## src/rtl/multiplier_2x3.sv

```systemverilog
// multiplier_2x3: unsigned 2-bit x 3-bit array multiplier with a 5-bit product.
// AND-gate partial products feed a half-adder / full-adder chain. By default
// the product and a valid flag are registered, giving 1-cycle latency and
// asynchronous reset values.
// Build option: define MULT_COMB_OUT_EN to bypass the output register. p and
// out_valid then follow the inputs combinationally, and clock/reset have no effect.
module multiplier_2x3 (
   input  logic       clock,
   input  logic       reset,
   input  logic       in_valid,
   input  logic [1:0] m,
   input  logic [2:0] q,
   output logic [4:0] p,
   output logic       out_valid
);

   // Partial product matrix: w_pp[i][j] = m[i] & q[j]
   logic [1:0][2:0] w_pp;

   genvar gi, gj;
   generate
      for (gi = 0; gi < 2; gi++) begin : g_row
         for (gj = 0; gj < 3; gj++) begin : g_col
            assign w_pp[gi][gj] = m[gi] & q[gj];
         end
      end
   endgenerate

   // Reduction chain sums and carries
   logic w_s1, w_c1;
   logic w_s2, w_c2;
   logic w_s3, w_c3;
   logic [4:0] w_prod;

   // HA1: weight-1 column
   assign w_s1 = w_pp[1][0] ^ w_pp[0][1];
   assign w_c1 = w_pp[1][0] & w_pp[0][1];

   // FA2: weight-2 column, absorbing the carry from HA1
   assign w_s2 = w_pp[1][1] ^ w_pp[0][2] ^ w_c1;
   assign w_c2 = (w_pp[1][1] & w_pp[0][2]) |
                 (w_pp[1][1] & w_c1)       |
                 (w_pp[0][2] & w_c1);

   // HA3: weight-3 column; its carry becomes the product MSB
   assign w_s3 = w_pp[1][2] ^ w_c2;
   assign w_c3 = w_pp[1][2] & w_c2;

   // The maximum result is 3*7 = 21, so 5 bits never overflow
   assign w_prod = {w_c3, w_s3, w_s2, w_s1, w_pp[0][0]};

`ifdef MULT_COMB_OUT_EN

   // Clock and reset are kept as ports for drop-in compatibility only
   logic w_unused;
   assign w_unused = clock | reset;

   // Zero-latency path: the output follows the array directly
   assign p         = w_prod;
   assign out_valid = in_valid;

`else

   logic [4:0] r_p;
   logic       r_valid;

   // Capture the product when in_valid is high, otherwise hold it. Valid is a
   // one-cycle pulse per accepted operand pair.
   always_ff @(posedge clock or posedge reset) begin
      if (reset) begin
         r_p     <= 5'b00000;
         r_valid <= 1'b0;
      end else begin
         r_valid <= in_valid;
         if (in_valid) begin
            r_p <= w_prod;
         end
      end
   end

   assign p         = r_p;
   assign out_valid = r_valid;

`endif

endmodule

```

## config.mk

```make
export PLATFORM = sky130hd
export DESIGN_NAME = multiplier_2x3
export DESIGN_NICKNAME = d
export VERILOG_FILES = /design/src/rtl/multiplier_2x3.sv
export SDC_FILE = /design/constraint.sdc
export NUM_CORES = 1
export LEC_CHECK = 0
export CORE_AREA = 2 2 39 41
export DETAILED_ROUTE_END_ITERATION = 8
export DIE_AREA = 0 0 41 43
export PLACE_DENSITY = 0.57
export SYNTH_ARGS = -nofsm -noshare
export SYNTH_HDL_FRONTEND = slang
export SYNTH_SLANG_ARGS = --single-unit
```

## constraint.sdc

```tcl
create_clock -name clock -period 0.85 [get_ports clock]
set_input_delay 0.1275 -clock clock [delete_from_list [all_inputs] [get_ports clock]]
set_output_delay 0.1275 -clock clock [all_outputs]
set_load 0.05 [all_outputs]
```

==> metrics.txt <==
CTS clock-pin slew for the worst setup and hold paths=0.05 ns; endpoints failing hold=0; Post-Syn Area=312 um^2; non-filler cells, final=62; #FFs+latches synth=6; max-cap check violation count=0; post-synth top area share=48.2%; CP Cell Sequence=buf_6 -> and2_4 -> ha_4 -> inv_2 -> fa_2 -> inv_2 -> ha_4 -> mux2_4; GRT Util Overall=9.52%; Site Rows=14; IO buf count=13; Mapped Nets=37; leading cell type in the layout, fill and taps excluded=buf_12; Max clock buf depth=2; Final Cycle Share=141%; Leak=0.000287 uW; Core Region=0.00138 mm^2; Seq/Total Area, Yosys=48.2%; cell taking the most area after synthesis=dfrtp_1; DIE HEIGHT=43 um; Worst Setup SP=m[0]; layout net count=59; VDD IR max=0.699 mV; Final setup violation count=9; setup ws final=-0.345 ns; largest net degree at the start of global routing=7; fin. max-slew vios=0; cell at the root of the clock tree=clkbuf_4; gate count after technology mapping=26; Worst Path Arrival=1.32 ns; initial core utilization=22.5%; skew final=0 ns; FMAX=837 MHz; DR iter-0 viols=3; Critical Path Max Stage Delay=0.32 ns; initial antenna violation count=0; RR Startpoint=p[3]$_DFFE_PP0P_; CP max FO=2; TritonCTS buffer count=3; fill count=128; internal reg-to-reg setup slack=-0.08 ns; Slew @ Worst Pin=0.261 ns; TritonCTS clock tree=built; DRC viols=0; DRT Pass-1 Iters=4; die width=41 um; total gr overflow=0; Detailed Route WL=679 um; vias in the first global route=263; Critical Path Sink Type=register; Worst EP required=0.97 ns; post-route minimum period=1.20 ns; WL/cell=11.0 um; die area=0.00176 mm^2; Avg Inst Size Synth=12.0 um^2; Final Wtd Congestion=0.614; failing checks=setup timing; final antenna-violating net count=0; vias=245; first-pass GRT wire length=1100 um; H-tree depth=1; CP Class=in -> reg; status=finished, violations left; number of diodes=0; post-route cell area=612 um^2; share of layout cells above drive strength 1=67.4%; largest cells by area after synthesis=dfrtp_1 (48%), mux2_4 (14%), ha_1 (8.0%), fa_1 (6.4%), and2_1 (6.0%); Area Growth Syn to Fin=96.4%; num ports=14; CP max stage cell=fa_2; most frequent cells in the layout=buf_12 (6), buf_4 (5), buf_6 (4), dfrtp_1 (4); PwrDens=1570 mW/mm^2; vias per inst=3.95; Placed Cells=56; RSZ-0062 raised after global routing=yes; Worst setup SP type=input port; later-pin clock latency in the skew report=0.24 ns; total number of yosys warnings=0; max_slew headroom=82.6%; Sink Count=6; Unique masters post-synth=12; worst hold-check path type=in -> async; placed instance area=548 um^2; DP Wirelength=454 um
-- cell usage after synthesis --
master and n:
mux2_4 3, nand3_1 1, a21oi_1 1, ha_1 2
dfrtp_1 6, nand2_1 2, and2_1 3, fa_1 1
buf_6 1, inv_1 4, nor2_1 1, o21ai_0 1
-- layout make-up --
cell class,count,area (um^2),area share (%)
clock buffers,3,22.5,3.68
multi-input cells,15,171,28.0
well taps,16,20.0,3.27
inverters,4,15.0,2.45
repair buffers,18,230,37.6
flip-flops and latches,6,153,24.9
-- stage by stage --
stage | utilization, % | TNS (ns) | total power, uW | hold slack [ns] | setup slack (ns)
after floorplan | - | -1.11 | 500 | -0.0817 | -0.493
after global placement | 39.6 | -3.44 | 680 | 0.366 | -1.03
after detailed placement | 39.6 | -3.46 | 678 | 0.364 | -1.03
after CTS | 43.1 | -1.23 | 969 | 0.0953 | -0.354
after global routing | 44.2 | -1.36 | 1030 | 0.141 | -0.370
final | 44.2 | -1.12 | 963 | 0.102 | -0.345
-- logic make-up (layout without fill, tap and decap cells) --
logic type / count (synthesis) / count (layout) / synth area share [%]
and+or+nand+nor: 7 / 7 / 11.2
adders and majority gates: 3 / 3 / 14.5
buffers and inverters: 5 / 25 / 8.43
muxes: 3 / 3 / 14.5
AOI/OAI and AO/OA: 2 / 2 / 3.21
DFF: 6 / 6 / 48.2
-- sequential cells by signal, indices dropped and copies added, names as in the netlist --
name	count
out_valid	1
p	5
-- layer usage --
layer | part of all wire [%] | vias up | GRT usage (%) | wire length (um)
met5 | 0 | - | 0 | 0
met1 | 49 | 111 | 15.2 | 332
li1 | - | 121 | - | -
met2 | 42 | 13 | 10.3 | 282
met3 | 9.4 | 0 | 1.57 | 64
met4 | 0 | 0 | 8.00 | 0
-- repair_timing --
action	CTS	global route
endpoints found under the setup margin	11	9
pin swaps	5	4
resized for setup	25	0
hold buffers	0	0
setup buffers	1	2
-- critical path: cells and delay by family --
family	cells	cell delay (ns)
AND/OR/NAND/NOR	1	0.14
multiplexers	1	0.25
buffers and inverters	3	0.17
adder cells (fa/ha/maj)	3	0.63
-- power by group --
group	total [uW]	switching [uW]	internal [uW]	leakage (uW)
registers	344	28.6	316	0.0000725
logic	357	160	197	0.000200
clock network	262	103	160	0.0000138
-- path summary, 6_finish.rpt --
path	to	cells after the start
worst max register to register	p[3]$_DFFE_PP0P_	2
min in group clock	p[0]$_DFFE_PP0P_	3
max in group asynchronous	p[1]$_DFFE_PP0P_	2
worst max-delay path	p[3]$_DFFE_PP0P_	8
worst min-delay path	out_valid$_DFF_PP0_	2
worst min register to register	p[1]$_DFFE_PP0P_	1
Power figures use the tool's default switching activity.
